[config.mk]
export PLATFORM = sky130hd
export DESIGN_NAME = spi_reg_bridge
export DESIGN_NICKNAME = d
export VERILOG_FILES = /design/src/rtl/spi_reg_bridge.sv
export SDC_FILE = /design/constraint.sdc
export NUM_CORES = 1
export LEC_CHECK = 0
export CORE_UTILIZATION = 49
export DETAILED_ROUTE_END_ITERATION = 16
export GPL_TIMING_DRIVEN = 0
export PLACE_DENSITY_LB_ADDON = 0.3
export SLEW_MARGIN = 20
export SYNTH_ARGS = -nofsm -noshare
export SYNTH_HDL_FRONTEND = slang
export SYNTH_SLANG_ARGS = --single-unit
[constraint.sdc]
create_clock -name clk -period 1.86 [get_ports clk]
set_clock_uncertainty 0.15 [all_clocks]
set_input_delay 0.372 -clock clk [delete_from_list [all_inputs] [get_ports clk]]
set_output_delay 0.372 -clock clk [all_outputs]
set_load 0.05 [all_outputs]
[src/rtl/spi_reg_bridge.sv]
// SPI mode-0 slave that turns header + burst data frames into register-bus
// write/read strobes; all SPI inputs are synchronised into the clk domain.
module spi_reg_bridge #(
  parameter int unsigned ADDR_W      = 4,
  parameter int unsigned DATA_W      = 8,
  parameter int unsigned SYNC_STAGES = 2
) (
  input  logic              clk,
  input  logic              rst,
  input  logic              spi_cs_n,
  input  logic              spi_clk,
  input  logic              spi_mosi,
  output logic              spi_miso,
  output logic [ADDR_W-1:0] reg_addr,
  output logic [DATA_W-1:0] reg_wdata,
  output logic              reg_wr,
  output logic              reg_rd,
  input  logic [DATA_W-1:0] reg_rdata,
  output logic              frame_err,
  output logic              busy
);

  localparam int unsigned CNT_W = $clog2(DATA_W);
  localparam int unsigned HDR_W = 8;

  typedef enum logic [1:0] {IDLE, CMD, DATA} state_e;

  logic [SYNC_STAGES-1:0] cs_sync_q, sclk_sync_q, mosi_sync_q, vld_q;
  logic cs_prev_q, sclk_prev_q, armed_q, armed_d;
  logic cs_s, sclk_s, mosi_s;
  logic cs_fall_c, cs_rise_c, sclk_rise_c, sclk_fall_c;

  state_e            state_q, state_d;
  logic [CNT_W-1:0]  cnt_q, cnt_d;
  logic [DATA_W-1:0] shift_q, shift_d, miso_sr_q, miso_sr_d, hold_q, hold_d;
  logic [DATA_W-1:0] wdata_q, wdata_d;
  logic [ADDR_W-1:0] addr_q, addr_d;
  logic wr_q, wr_d, rd_q, rd_d, ferr_q, ferr_d, busy_q, busy_d, miso_q, miso_d;
  logic wr_mode_q, wr_mode_d, inc_q, inc_d, load_pend_q, load_pend_d, rd_dly_q;

  assign cs_s   = cs_sync_q[SYNC_STAGES-1];
  assign sclk_s = sclk_sync_q[SYNC_STAGES-1];
  assign mosi_s = mosi_sync_q[SYNC_STAGES-1];

  // A cs_n fall only counts once a genuine high has been seen since reset.
  assign cs_fall_c   = armed_q & cs_prev_q & ~cs_s;
  assign cs_rise_c   = ~cs_prev_q & cs_s;
  assign sclk_rise_c = ~sclk_prev_q & sclk_s;
  assign sclk_fall_c = sclk_prev_q & ~sclk_s;

  always_ff @(posedge clk) begin
    if (rst) begin
      cs_sync_q   <= '1;
      sclk_sync_q <= '0;
      mosi_sync_q <= '0;
      vld_q       <= '0;
      cs_prev_q   <= 1'b1;
      sclk_prev_q <= 1'b0;
      armed_q     <= 1'b0;
      state_q     <= IDLE;
      cnt_q       <= '0;
      shift_q     <= '0;
      miso_sr_q   <= '0;
      hold_q      <= '0;
      wdata_q     <= '0;
      addr_q      <= '0;
      wr_q        <= 1'b0;
      rd_q        <= 1'b0;
      ferr_q      <= 1'b0;
      busy_q      <= 1'b0;
      miso_q      <= 1'b0;
      wr_mode_q   <= 1'b0;
      inc_q       <= 1'b0;
      load_pend_q <= 1'b0;
      rd_dly_q    <= 1'b0;
    end else begin
      cs_sync_q   <= {cs_sync_q[SYNC_STAGES-2:0], spi_cs_n};
      sclk_sync_q <= {sclk_sync_q[SYNC_STAGES-2:0], spi_clk};
      mosi_sync_q <= {mosi_sync_q[SYNC_STAGES-2:0], spi_mosi};
      vld_q       <= {vld_q[SYNC_STAGES-2:0], 1'b1};
      cs_prev_q   <= cs_s;
      sclk_prev_q <= sclk_s;
      armed_q     <= armed_d;
      state_q     <= state_d;
      cnt_q       <= cnt_d;
      shift_q     <= shift_d;
      miso_sr_q   <= miso_sr_d;
      hold_q      <= hold_d;
      wdata_q     <= wdata_d;
      addr_q      <= addr_d;
      wr_q        <= wr_d;
      rd_q        <= rd_d;
      ferr_q      <= ferr_d;
      busy_q      <= busy_d;
      miso_q      <= miso_d;
      wr_mode_q   <= wr_mode_d;
      inc_q       <= inc_d;
      load_pend_q <= load_pend_d;
      rd_dly_q    <= rd_q;
    end
  end

  always_comb begin
    state_d     = state_q;
    cnt_d       = cnt_q;
    shift_d     = shift_q;
    miso_sr_d   = miso_sr_q;
    hold_d      = hold_q;
    wdata_d     = wdata_q;
    addr_d      = addr_q;
    wr_d        = 1'b0;
    rd_d        = 1'b0;
    ferr_d      = 1'b0;
    wr_mode_d   = wr_mode_q;
    inc_d       = inc_q;
    load_pend_d = load_pend_q;
    armed_d     = armed_q | (vld_q[SYNC_STAGES-1] & cs_s);

    if ((wr_q | rd_q) & inc_q) addr_d = addr_q + ADDR_W'(1);
    // Read data arrives one cycle after the strobe; park it for the next fall.
    if (rd_dly_q) begin
      hold_d      = reg_rdata;
      load_pend_d = 1'b1;
    end

    unique case (state_q)
      IDLE: begin
        if (cs_fall_c) begin
          state_d     = CMD;
          cnt_d       = '0;
          miso_sr_d   = '0;
          load_pend_d = 1'b0;
        end
      end
      CMD: begin
        if (cs_rise_c) begin
          state_d = IDLE;
          ferr_d  = (cnt_q != '0);
        end else if (sclk_rise_c) begin
          shift_d = {shift_q[DATA_W-2:0], mosi_s};
          cnt_d   = cnt_q + CNT_W'(1);
          if (cnt_q == CNT_W'(HDR_W - 1)) begin
            state_d   = DATA;
            cnt_d     = '0;
            wr_mode_d = shift_q[6];
            inc_d     = shift_q[5];
            addr_d    = ADDR_W'({shift_q[6:0], mosi_s});
            rd_d      = ~shift_q[6];
          end
        end
      end
      DATA: begin
        if (cs_rise_c) begin
          state_d = IDLE;
          ferr_d  = (cnt_q != '0);
        end else begin
          if (sclk_rise_c) begin
            shift_d = {shift_q[DATA_W-2:0], mosi_s};
            cnt_d   = cnt_q + CNT_W'(1);
            if (cnt_q == CNT_W'(DATA_W - 1)) begin
              cnt_d = '0;
              if (wr_mode_q) begin
                wr_d    = 1'b1;
                wdata_d = {shift_q[DATA_W-2:0], mosi_s};
              end else begin
                rd_d = 1'b1;
              end
            end
          end
          if (sclk_fall_c) begin
            if (load_pend_q) begin
              miso_sr_d   = hold_q;
              load_pend_d = 1'b0;
            end else if (rd_dly_q) begin
              miso_sr_d   = reg_rdata;
              load_pend_d = 1'b0;
            end else begin
              miso_sr_d = {miso_sr_q[DATA_W-2:0], 1'b0};
            end
          end
        end
      end
      default: state_d = IDLE;
    endcase

    busy_d = (state_d != IDLE);
    miso_d = (state_d == DATA) && !wr_mode_d && miso_sr_d[DATA_W-1];
  end

  assign spi_miso  = miso_q;
  assign reg_addr  = addr_q;
  assign reg_wdata = wdata_q;
  assign reg_wr    = wr_q;
  assign reg_rd    = rd_q;
  assign frame_err = ferr_q;
  assign busy      = busy_q;

endmodule

# After elaboration in Yosys (flattened, before gate mapping)
# Index checks and enable logic that the tools add are counted.
# Widths: inputs -> output; s select.
[op_classes]
eq_ne = 9
n_mux = 43
addsub = 2
n_reduce_logical = 16
bitwise = 19
[ops]
columns = ["cell", "n"]
rows = [
  ["$mux 8", 5],
  ["$mux 4", 5],
  ["$mux 1", 19],
  ["$pmux 8 s2", 1],
  ["$mux 3", 4],
  ["$reduce_and 4->1", 3],
  ["$mux 2", 5],
  ["$not 1->1", 10],
  ["$ne 2x2->1 const B", 4],
  ["$and 1x1->1", 7],
  ["$pmux 2 s3", 1],
  ["$pmux 3 s2", 1],
  ["$reduce_bool 2->1", 3],
  ["$reduce_and 5->1", 1],
  ["$reduce_or 5->1", 1],
  ["$add 4x1->4 const B", 1],
  ["$eq 2x2->1 const B", 2],
  ["$pmux 1 s2", 2],
  ["$add 3x1->3 const B", 1],
  ["$eq 3x3->1 const B", 1],
  ["$reduce_and 3->1", 1],
  ["$reduce_bool 3->1", 1],
  ["$reduce_or 3->1", 1],
  ["$eq 2x1->1 const B", 1],
  ["other kinds (6)", 8],
]
[word_totals]
reg_bits = 60
output_inout_bits = 17
wordCells = 114

# Longest topological paths before layout
# Gate-level depths: netlist of run 1.
[depth]
depth_word = 8
depth_mapped = 7

# Worst setup path before layout of run 1
# OpenSTA, ideal clock, no wires.
[synth_path]
path_kind = "reg-to-reg"
from = "register cnt_q[0]"
to = "register miso_q, in the netlist spi_miso"
setup_ns = 0.117
stages_incl_launch_ff = 8
setup_slack_ns = 0.073
synth_period_minus_slack_ns = 1.787
arrival_time_ns = 1.520
n_path_buf = 0
path_cell_list = "dfxtp_1 > ha_1 > ha_1 > nand2_1 > nor3_4 > mux2i_1 > nor2_1 > and4b_1"
[synth_via]
elab_chain_len = 8
elab_cells_between_ends = 13
[synth_rtl]
columns = ["item", "line_no", "source"]
rows = [
  ["start, declared", "34", "logic [CNT_W-1:0] cnt_q, cnt_d;"],
  ["start signal, assigned", "85", "cnt_q <= cnt_d;"],
  ["$eq 3x3->1 *", "142", "if (cnt_q == CNT_W'(HDR_W - 1)) begin"],
  ["$mux 2 / $mux 1 (equally long branches)", "142", ""],
  ["$mux 2 / $mux 1 (equally long branches)", "139", "end else if (sclk_rise_c) begin"],
  ["$mux 2 / $mux 1 (equally long branches)", "136", "if (cs_rise_c) begin"],
  ["$pmux 2 s3 / $mux 1 (equally long branches)", "126", "unique case (state_q)"],
  ["$eq 2x2->1 / $logic_not 1->1 (equally long branches)", "187", "miso_d = (state_d == DATA) && !wr_mode_d && miso_sr_d[DATA_W-1];"],
  ["$logic_and 1x1->1 * (2 in series)", "187", ""],
  ["end signal, assigned", "95", "miso_q <= miso_d;"],
  ["end, declared", "38", "logic wr_q, wr_d, rd_q, rd_d, ferr_q, ferr_d, busy_q, busy_d, miso_q, miso_d;"],
]
# Every way passes the cells marked *; elsewhere a longest branch is shown, timed or not.
# A chain may end at the register's enable or synchronous reset.

# Final worst setup path of run 1
[layout_path]
from = "register state_q[1]"
to = "register shift_q[4]"
[layout_via]
elab_chain_len = 3
elab_cells_between_ends = 4
[layout_rtl]
columns = ["item", "line_no", "source"]
rows = [
  ["start, declared", "33", "state_e state_q, state_d;"],
  ["start signal, assigned", "84", "state_q <= state_d;"],
  ["$eq 2x2->1 / $eq 2x1->1 (equally long branches)", "126", ""],
  ["$reduce_or 2->1 (no line) *", "n/a", ""],
  ["$reduce_and 3->1 (no line) *", "n/a", ""],
  ["end signal, assigned", "86", "shift_q <= shift_d;"],
  ["end, declared", "35", "logic [DATA_W-1:0] shift_q, shift_d, miso_sr_q, miso_sr_d, hold_q, hold_d;"],
]
# Marks and branches as above.

==> results.md, run 1 <==
* Final WS setup at -0.00425 ns
* Placer Congestion at ~0.86
* Violated checks: setup timing
* RSZ-0062 raised after global routing: yes
* Pwr Total at 2410 uW
* Critical Path, Cell by Cell: inv_1, ha_1, or3b_1, buf_6, buf_12, mux2i_1, nor2_1
* Seq/Total Area, Yosys at 48.9%
* Core area at between 4000 and 5000 sq um
* H-tree levels at 3
* DP Cell Count at 342
* P&R area growth vs syn at 25.3%
* Hold Crit Start: cs_sync_q[0]
* Largest net degree at the start of global routing at 11
* Mean post-synth cell area at ~10 sq um
* Crit path time final at ~1.9 ns
* # port buffers at 29
* Clk sinks at 60
* Initial antenna violation count at 0
* Drt pass-1 iters at 4
* DRC viols at 0
* Initial DRC count at 111
* Starting Density at between 50 and 60%
* Setup TNS at -0.00425 ns
* Hold-fix buffers, CTS at 0
* Fmax at 0.536 GHz
* Final count of hold timing violations at 0
* CTS tree: yes
* Crit-path slowest cell: or3b_1
* Post-route insts no fill at 363
* Clk slew on worst S/H paths at 0.06 ns
* GRT Overall Usage at 20.8%
* Sink of the worst hold path: cs_sync_q[1]
* Worst Hold Class: reg -> reg
* Clock latency on the worst-skew pair at 0.34 ns
* Slew Viols, Final at 0
* Reg2reg path depth at 7
* Maximum fanout along the worst path at 6
* Critical Path Max Stage Delay at 0.37 ns
* Netlist cell types at 43
* CP bufs+invs at 3
* WHS at between 0.2 and 0.3 ns
* Number of enable flip-flop cells after synthesis at 0
* Worst setup SP type: register
* Final setup viols at 1
* Post-Synthesis Cells at 246
* Lkg Pwr at 0.00129 uW
* Critical Path AT at 1.92 ns
* Max transition margin at 67.1%
* Die Y at 72.8 microns
* Synth Cell Area at between 2000 and 2500 sq um
* WS Path Type: reg -> reg
* Fin crit share at 100%
* Slew @ Worst Pin at 0.496 ns
* Yosys warning count at 0
* Hold Crit Depth at 1
* Total grt overflow at 0
* Worst setup EP type: register
* Die area at 5300 sq um
* Post-layout net count at 313
* DRT Wirelength at 4.90 mm
* Reg-to-Reg End: shift_q[4]
* Worst R2R Start: state_q[1]
* Fraction of layout cells with a size suffix above 1 at 14.9%
* Max-cap viol count at 0
* Num ports at 30
* CP Data Required Time at 1.92 ns
* Critical path's top delay family: simple AND/OR/NAND/NOR gates
* Syn Nets at around 270
* Clock buffer depth at 2
* Outcome: finished with violations
* Global-route wire length before repair at 8.18 mm
* CTS root buf: clkbuf_8
* Final ANT Viol Nets at 0
* Power per Cell Area at 784 nW/um^2
* CTS buffer count at 9
* Vias in the first global route at 1,808
* Via density at 5.07
* Peak supply drop at 494 uV
* Filler Cells Inserted at 396
* #FFs+latches synth at 60
* Async SR Flop Fraction at 0%
* Cell Rows at 25
* Detail Placement HPWL at 3.23 mm
* Diode count at 0
* Main synth FF type: dfxtp_1
* WL/cell at between 10 and 15 microns
* Worst R2R Setup Slack at -0.004 ns
* CP Depth at 7
* Vias at 1,841
* DIE WIDTH at 72.8 microns
-- metal layers --
metal | vias up | track usage [%] | part of all wire (%)
met5 | - | 0 | 0
met4 | 0 | 10.5 | 2.0
met3 | 12 | 6.77 | 4.1
met2 | 40 | 32.2 | 45
met1 | 857 | 26.0 | 49
li1 | 932 | - | -
-- state kept, by name, indices dropped and copies added (netlist names), 2 cells and up --
signal / cells
hold_q: 8
miso_sr_q: 8
reg_wdata: 8
shift_q: 7
reg_addr: 4
cnt_q: 3
cs_sync_q: 2
mosi_sync_q: 2
sclk_sync_q: 2
state_q: 2
vld_q: 2
-- where the power goes --
group / internal (uW) / total [uW] / leakage [uW] / switching [uW]
registers: 1300 / 1300 / 0.000487 / 5.69
logic: 45.0 / 93.5 / 0.000717 / 48.6
clock network: 545 / 1010 / 0.0000893 / 468
-- final cells by class --
type                            count  area (sq um)  share of cell area [%]
Sequential cell                    60          1200                    39.2
Timing Repair Buffer               35           340                    11.1
Inverter                           10          37.5                    1.22
Clock inverter                      2          10.0                   0.325
Multi-Input combinational cell    166          1190                    38.7
Buffer                             10          50.0                    1.63
Clock buffer                       13           159                    5.16
Tap cell                           67          83.8                    2.72
-- worst max-delay path by stage --
| stage | end | slack, ns | startpoint |
|---|---|---|---|
| after CTS | spi_miso | 0.003 | cnt_q[0] |
| after detailed placement | reg_addr[3] | -0.40 | rst |
| final | shift_q[4] | -0.004 | state_q[1] |
| after global placement | reg_addr[3] | -0.40 | rst |
| after floorplan | spi_miso | 0.07 | cnt_q[0] |
| after global routing | cnt_q[0] | -0.06 | state_q[1] |
-- through the flow --
step                instance area [sq um]  setup WS (ns)  util [%]
floorplan                            2450         0.0734         -
global placement                     2830         -0.395      59.1
finish                               3080       -0.00425      64.3
detailed placement                   2830         -0.404      59.1
global route                         3080        -0.0639      64.3
CTS                                  3020        0.00251      63.2
-- timing repair --
| action | in CTS | in global routing |
|---|---|---|
| resized for setup | 20 | 12 |
| setup buffers | 4 | 2 |
| pin swaps | 2 | 4 |
| setup endpoints to repair | 37 | 44 |
-- logic make-up (layout without fill, tap and decap cells) --
family	count (synthesis)	in the layout	share of synthesized area, %
multiplexers	33	33	13.5
adder cells (fa/ha/maj)	8	8	4.08
flip-flops	60	60	48.9
buffers and inverters	20	70	3.47
XOR/XNOR	3	3	1.07
AND/OR/NAND/NOR	86	86	18.6
AO/OA/AOI/OAI	36	36	10.4
-- Yosys cell counts, types with 2 or more instances --
library cell	count	area (sq um)
a22oi_1	4	30.0
a21oi_1	14	70.1
o2bb2ai_1	5	43.8
o22a_1	2	17.5
nand2_1	2	7.51
nor2b_4	2	27.5
xor2_1	3	26.3
clkbuf_1	5	18.8
buf_2	2	10.0
mux2i_1	33	330
nand2b_1	3	18.8
nor3_1	3	15.0
nor2_1	49	184
inv_1	10	37.5
nor2b_1	9	56.3
or2_2	3	18.8
nor2_2	2	12.5
ha_1	8	100
nand3_1	2	10.0
dfxtp_1	60	1200
buf_1	2	7.51
nor3_4	2	32.5
-- layout by cell type (no fill, tap or decap), types with 6 or more instances in the layout --
cell type        count
nor2_1              49
nor2b_1              9
ha_1                 7
a21oi_1             14
mux2i_1             32
clkbuf_8            11
dfxtp_1             57
clkdlybuf4s50_1     12
dlygate4sd2_1       15
inv_1               10
clkbuf_1             6
Note: power is estimated with default switching activity, not from simulation.
==> run 2: changes to the inputs <==
Settings changed: CORE_UTILIZATION 49 to 59.
Clock period 1.86 ns to 2.38 ns, I/O delays scaled along.
==> results.md, run 2 (synthesized netlist as in run 1, its figures left out) <==
* Outcome: finished clean
* WL/cell at 13.5 microns (-0.12%)
* Commonest non-fill, non-tap cells in the layout: 60 x dfxtp_1, 49 x nor2_1, 33 x mux2i_1, 29 x clkdlybuf4s50_1, 14 x a21oi_1
* Largest net degree at the start of global routing at 11 (unchanged)
* Vias at 1,836 (-0.27%)
* Clock latency on the worst-skew pair at 0.33 ns (about the same)
* Cell area after layout at 3000 sq um (-2.6%)
* Power per Cell Area at 644 nW/um^2 (-18%)
* Initial DRC count at 99 (-11%)
* Sequential power share at 52.9% (-1.2 points)
* Placed cell areas at 2810 sq um (-0.75%)
* Starting Density at 61.4% (+10 points)
* Worst setup SP type: register
* Slew @ Worst Pin at 0.526 ns (+0.0309 ns)
* DRC viols at 0 (unchanged)
* DRT Wirelength at 4.58 mm (-6.5%)
* Int Power at 1530 uW (-19%)
* Net Switching at 395 uW (-24%)
* WS Path Type: reg -> out
* Fmax at 0.456 GHz
* Combinational power share at 3.6% (-0.3 points)
* Core area at 4000 sq um (-16%)
* Worst Hold Class: reg -> reg
* Fin util at 74.9% (+11 points)
* GRT Overall Usage at 24.6% (+3.8 points)
* H-tree levels at 3 (unchanged)
* Post-layout net count at 307 (-1.9%)
* Sw Ratio at 20.5% (-1.2 points)
* Vias in the first global route at 1,716 (-5.1%)
* Critical Path, Cell by Cell: clkdlybuf4s50_1
* Via density at 5.40 (+6.5%)
* Final count of hold timing violations at 0 (unchanged)
* Hold-fix buffers, CTS at 0 (unchanged)
* Max-cap viol count at 0 (unchanged)
* Total grt overflow at 0 (unchanged)
* Setup TNS at 0 ns (+0.00425 ns)
* WHS at 0.282 ns (+0.0215 ns)
* Global-route wire length before repair at 7.87 mm (-3.7%)
* Critical Path AT at 1.56 ns (-0.36 ns)
* Filler Cells Inserted at 304 (-23%)
* CP Data Required Time at 1.75 ns (-0.17 ns)
* Sink of the worst hold path: cs_sync_q[1]
* Reg-to-Reg End: spi_miso
* Final ANT Viol Nets at 0 (unchanged)
* Clk slew on worst S/H paths at 0.06 ns (about the same)
* CP bufs+invs at 1 (-2)
* Worst setup EP type: primary output
* Peak supply drop at 455 uV (-7.9%)
* DIE WIDTH at 66.5 microns (-8.6%)
* Fraction of layout cells with a size suffix above 1 at 10.0% (-4.9 points)
* Slew Viols, Final at 0 (unchanged)
* Die area at 4420 sq um (-17%)
* Max transition margin at 64.9% (-2.2 points)
* Worst R2R Start: cnt_q[0]
* Clk sinks at 60 (unchanged)
* Crit-path slowest cell: clkdlybuf4s50_1
* Worst R2R Setup Slack at 0.30 ns (+0.30 ns)
* Maximum fanout along the worst path at 4 (-2)
* Hold Crit Start: cs_sync_q[0]
* Num ports at 30 (unchanged)
* Diode count at 0 (unchanged)
* Reg2reg path depth at 7 (unchanged)
* Leading cell type in the layout, fill and taps excluded: dfxtp_1
* CTS tree: yes
* Drt pass-1 iters at 4 (unchanged)
* Clock buffer depth at 2 (unchanged)
* Detail Placement HPWL at 3.27 mm (+1.5%)
* CTS buffer count at 9 (unchanged)
* Cell Rows at 23 (-8.0%)
* Setup Buffers After CTS at 0 (-4)
* Final setup viols at 0 (-1)
* RSZ-0062 raised after global routing: no
* # port buffers at 29 (unchanged)
* Post-CTS sizing at 0 (-100%)
* Crit path time final at between 2 and 2.5 ns
* Initial antenna violation count at 0 (unchanged)
* Fin crit share at 92.1%
* Die Y at 66.5 microns (-8.6%)
* Clock power frac at 43.5% (+1.5 points)
* Hold Crit Depth at 1 (unchanged)
* Critical Path Max Stage Delay at 0.84 ns (+0.47 ns)
* Critical path's top delay family: buffers and inverters
* CTS root buf: clkbuf_8
* Lkg Pwr at 0.00118 uW (-9.0%)
* Placer Congestion at 0.895 (+3.5%)
* P&R area growth vs syn at 22.0%
[run 2: per-stage QoR]
stage	power (uW)	std cells	setup slack, ns
after floorplan	1080	246	0.593
after global placement	1110	325	0.0480
after detailed placement	1110	325	0.0105
after CTS	1950	340	0.167
after global routing	2010	340	0.142
final	1930	340	0.189
[run 2: worst max-delay path by stage]
stage,startpoint,endpoint,slack (ns),cells after the start
after floorplan,cnt_q[0],spi_miso,0.59,7
after CTS,reg_addr[0],reg_addr[0],0.17,1
after global placement,rst,reg_addr[3],0.05,4
after global routing,cnt_q[0],spi_miso,0.14,7
after detailed placement,rst,reg_wdata[7],0.01,4
final,reg_addr[0],reg_addr[0],0.19,1
[run 2: power by group through the flow]
stage | Clock, uW | Sequential (uW) | Combinational, uW
finish | 838 | 1020 | 69.5
floorplan | 0 | 1040 | 35.2
global route | 910 | 1020 | 75.7
CTS | 864 | 1020 | 69.9
detailed placement | 0 | 1040 | 69.4
global placement | 0 | 1040 | 68.7
[run 2: layout make-up]
| class | instances | area [sq um] | area share (%) |
|---|---|---|---|
| buffer | 10 | 47.5 | 1.59 |
| clock buffer | 14 | 183 | 6.10 |
| clock inverter | 1 | 5.00 | 0.167 |
| inverter | 10 | 37.5 | 1.25 |
| multi-input combinational | 166 | 1170 | 39.0 |
| sequential | 60 | 1200 | 40.1 |
| tap | 50 | 62.6 | 2.09 |
| timing repair buffer | 29 | 290 | 9.69 |
[run 2: per-layer routing]
metal / global-route usage, % / up-vias / part of all wire, %
met5: 0 / - / 0
met4: 11.2 / 0 / 2.2
met3: 7.88 / 10 / 4.8
met2: 36.7 / 44 / 45
met1: 32.2 / 858 / 48
li1: - / 924 / -
==> run 3: changes to the inputs <==
Settings changed: CELL_PAD_IN_SITES_DETAIL_PLACEMENT from default to 1, CELL_PAD_IN_SITES_GLOBAL_PLACEMENT from default to 1, CORE_UTILIZATION 59 to 46, PLACE_DENSITY from default to 0.82, PLACE_DENSITY_LB_ADDON 0.3 to default.
==> results.md, run 3 (synthesized netlist as in run 1, its figures left out) <==
* Met3 Resource Use GR at 6.96% (-0.92 points)
* WS Path Type: reg -> reg
* Max-cap viol count at 0 (unchanged)
* CTS buffer count at 9 (unchanged)
* Critical Path AT at 2.30 ns (+0.74 ns)
* Critical Path Max Stage Delay at 0.41 ns (-0.43 ns)
* Slew Viols, Final at 0 (unchanged)
* Drt pass-1 iters at 4 (unchanged)
* Total grt overflow at 0 (unchanged)
* Worst setup SP type: register
* Die area at 5630 sq um (+27%)
* Gr busiest metal: met2
* Clock latency on the worst-skew pair at 0.35 ns (+0.02 ns)
* Commonest non-fill, non-tap cells in the layout: 60 x dfxtp_1, 49 x nor2_1, 33 x mux2i_1, 29 x clkdlybuf4s50_1, 14 x a21oi_1
* DIE WIDTH at 75.1 microns (+13%)
* Post-layout net count at 307 (unchanged)
* Pwr Total at 2180 uW (+13%)
* Final setup viols at 0 (unchanged)
* Core area at 5110 sq um (+28%)
* Worst setup EP type: register
* Critical path startpoint: cnt_q[0]
* Met1 Resource Use GR at 24.9% (-7.3 points)
* GRT Overall Usage at 23.5% (-1.1 points)
* Via density at 5.17 (-4.3%)
* Crit path time final at 2.22 ns (+0.0290 ns)
* Clock buffer depth at 2 (unchanged)
* Slew @ Worst Pin at 0.616 ns (+0.0896 ns)
* Lkg Pwr at 0.00120 uW (+1.6%)
* Fmax at 0.450 GHz (-1.3%)
* Num ports at 30 (unchanged)
* Peak supply drop at 560 uV (+23%)
* Reg-to-Reg End: spi_miso
* Hold-fix buffers, CTS at 0 (unchanged)
* # port buffers at 29 (unchanged)
* Worst path most repeated cell: ha_1
* CP bufs+invs at 0 (-1)
* DRT Wirelength at 5.88 mm (+28%)
* Worst R2R Start: cnt_q[0]
* Met2 GRT Util at 41.3% (+4.6 points)
* Vias at 1,866 (+1.6%)
* Power per Cell Area at 712 nW/um^2 (+11%)
* Critical path's top delay family: simple AND/OR/NAND/NOR gates
* Pre-CTS setup slack at -0.0714 ns (-0.0819 ns)
* Setup TNS at 0 ns (unchanged)
* P&R area growth vs syn at 24.8%
* Diode count at 0 (unchanged)
* Largest net degree at the start of global routing at 11 (unchanged)
* RSZ-0062 raised after global routing: no
* Hold Crit Depth at 1 (unchanged)
* Starting Density at 48.1% (-13 points)
* Fin crit share at 93.3% (+1.2 points)
* Reg2reg path depth at 7 (unchanged)
* Die Y at 75.1 microns (+13%)
* Critical Path, Cell by Cell: ha_1, ha_1, nand2_1, nor3_4, mux2i_1, nor2_1, and4b_1
* Crit-path slowest cell: nor3_4
* Outcome: finished clean
* Final ANT Viol Nets at 0 (unchanged)
* WHS at 0.267 ns (-0.0153 ns)
* WL/cell at 16.3 microns (+21%)
* Post-CTS sizing at 0 (unchanged)
* Setup Buffers After CTS at 0 (unchanged)
* H-tree levels at 3 (unchanged)
* CP Data Required Time at 2.46 ns (+0.71 ns)
* Global-route wire length before repair at 9.25 mm (+17%)
* Initial antenna violation count at 0 (unchanged)
* Final WS setup at 0.160 ns (-0.0290 ns)
* DP Cell Count at 345 (+6.2%)
* Max transition margin at 58.9% (-6.0 points)
* Worst R2R Setup Slack at 0.16 ns (-0.14 ns)
* Clk slew on worst S/H paths at 0.07 ns (about the same)
* Post-route insts no fill at 361 (+6.2%)
* Leading cell type in the layout, fill and taps excluded: dfxtp_1
* Placer Congestion at 0.791 (-12%)
* DRC viols at 0 (unchanged)
* Worst Setup EP: spi_miso
* CTS tree: yes
* Vias in the first global route at 2,000 (+17%)
* Maximum fanout along the worst path at 10 (+6)
* CTS root buf: clkbuf_8
* Worst Hold Class: reg -> reg
* Final count of hold timing violations at 0 (unchanged)
* Clk sinks at 60 (unchanged)
* Cell Rows at 26 (+13%)
* Fraction of layout cells with a size suffix above 1 at 9.97% (-0.034 points)
* Initial DRC count at 31 (-69%)
* Detail Placement HPWL at 4.03 mm (+23%)
* CP Depth at 7 (+6)
-- run 3: cell count changes in the layout (fill, tap and decap cells not counted) --
cell and delta:
clkbuf_1 +1, bufinv_16 +3, clkbuf_8 -4, clkinv_2 +1
-- run 3: layer usage --
metal	wire, microns	part of all wire, %
met5	0	0
met4	200	3.4
met3	200	3.4
met2	2940	50
met1	2540	43
-- run 3: power by group --
group	internal [uW]	total, uW	leakage, uW	switching (uW)
Clock	693	1090	0.000117	397
Sequential	1010	1020	0.000486	5.59
Combinational	33.6	72.5	0.000594	38.9
Total	1740	2180	0.00120	442
-- run 3: layout make-up --
type / count / area [sq um]
fillers: 591 / 2040
inverters: 10 / 37.5
plain buffers: 10 / 47.5
repair buffers: 29 / 290
flip-flops and latches: 60 / 1200
clock inverters: 5 / 100
clock buffers: 11 / 131
multi-input cells: 166 / 1170
well taps: 70 / 87.6
-- run 3: worst min-delay path by stage --
stage	from	endpoint	slack (ns)
2_1_floorplan	cs_sync_q[0]	cs_sync_q[1]	0.24
3_3_place_gp	cs_sync_q[0]	cs_sync_q[1]	0.24
3_5_place_dp	cs_sync_q[0]	cs_sync_q[1]	0.26
4_1_cts	cs_sync_q[0]	cs_sync_q[1]	0.27
5_1_grt	cs_sync_q[0]	cs_sync_q[1]	0.29
6_report	cs_sync_q[0]	cs_sync_q[1]	0.27
-- run 3: metrics by stage --
step           area (sq um)  util, %
6_report               3060     60.0
5_1_grt                3060     60.0
4_1_cts                3060     60.0
3_5_place_dp           2830     55.5
3_3_place_gp           2830     55.5
2_1_floorplan          2450        -
-- run 3: worst register-to-register path, cell delays in order, from the launching register on --
cell,delay [ns]
dfxtp_1,0.39
ha_1,0.18
ha_1,0.24
nand2_1,0.11
nor3_4,0.41
mux2i_1,0.33
nor2_1,0.09
and4b_1,0.20
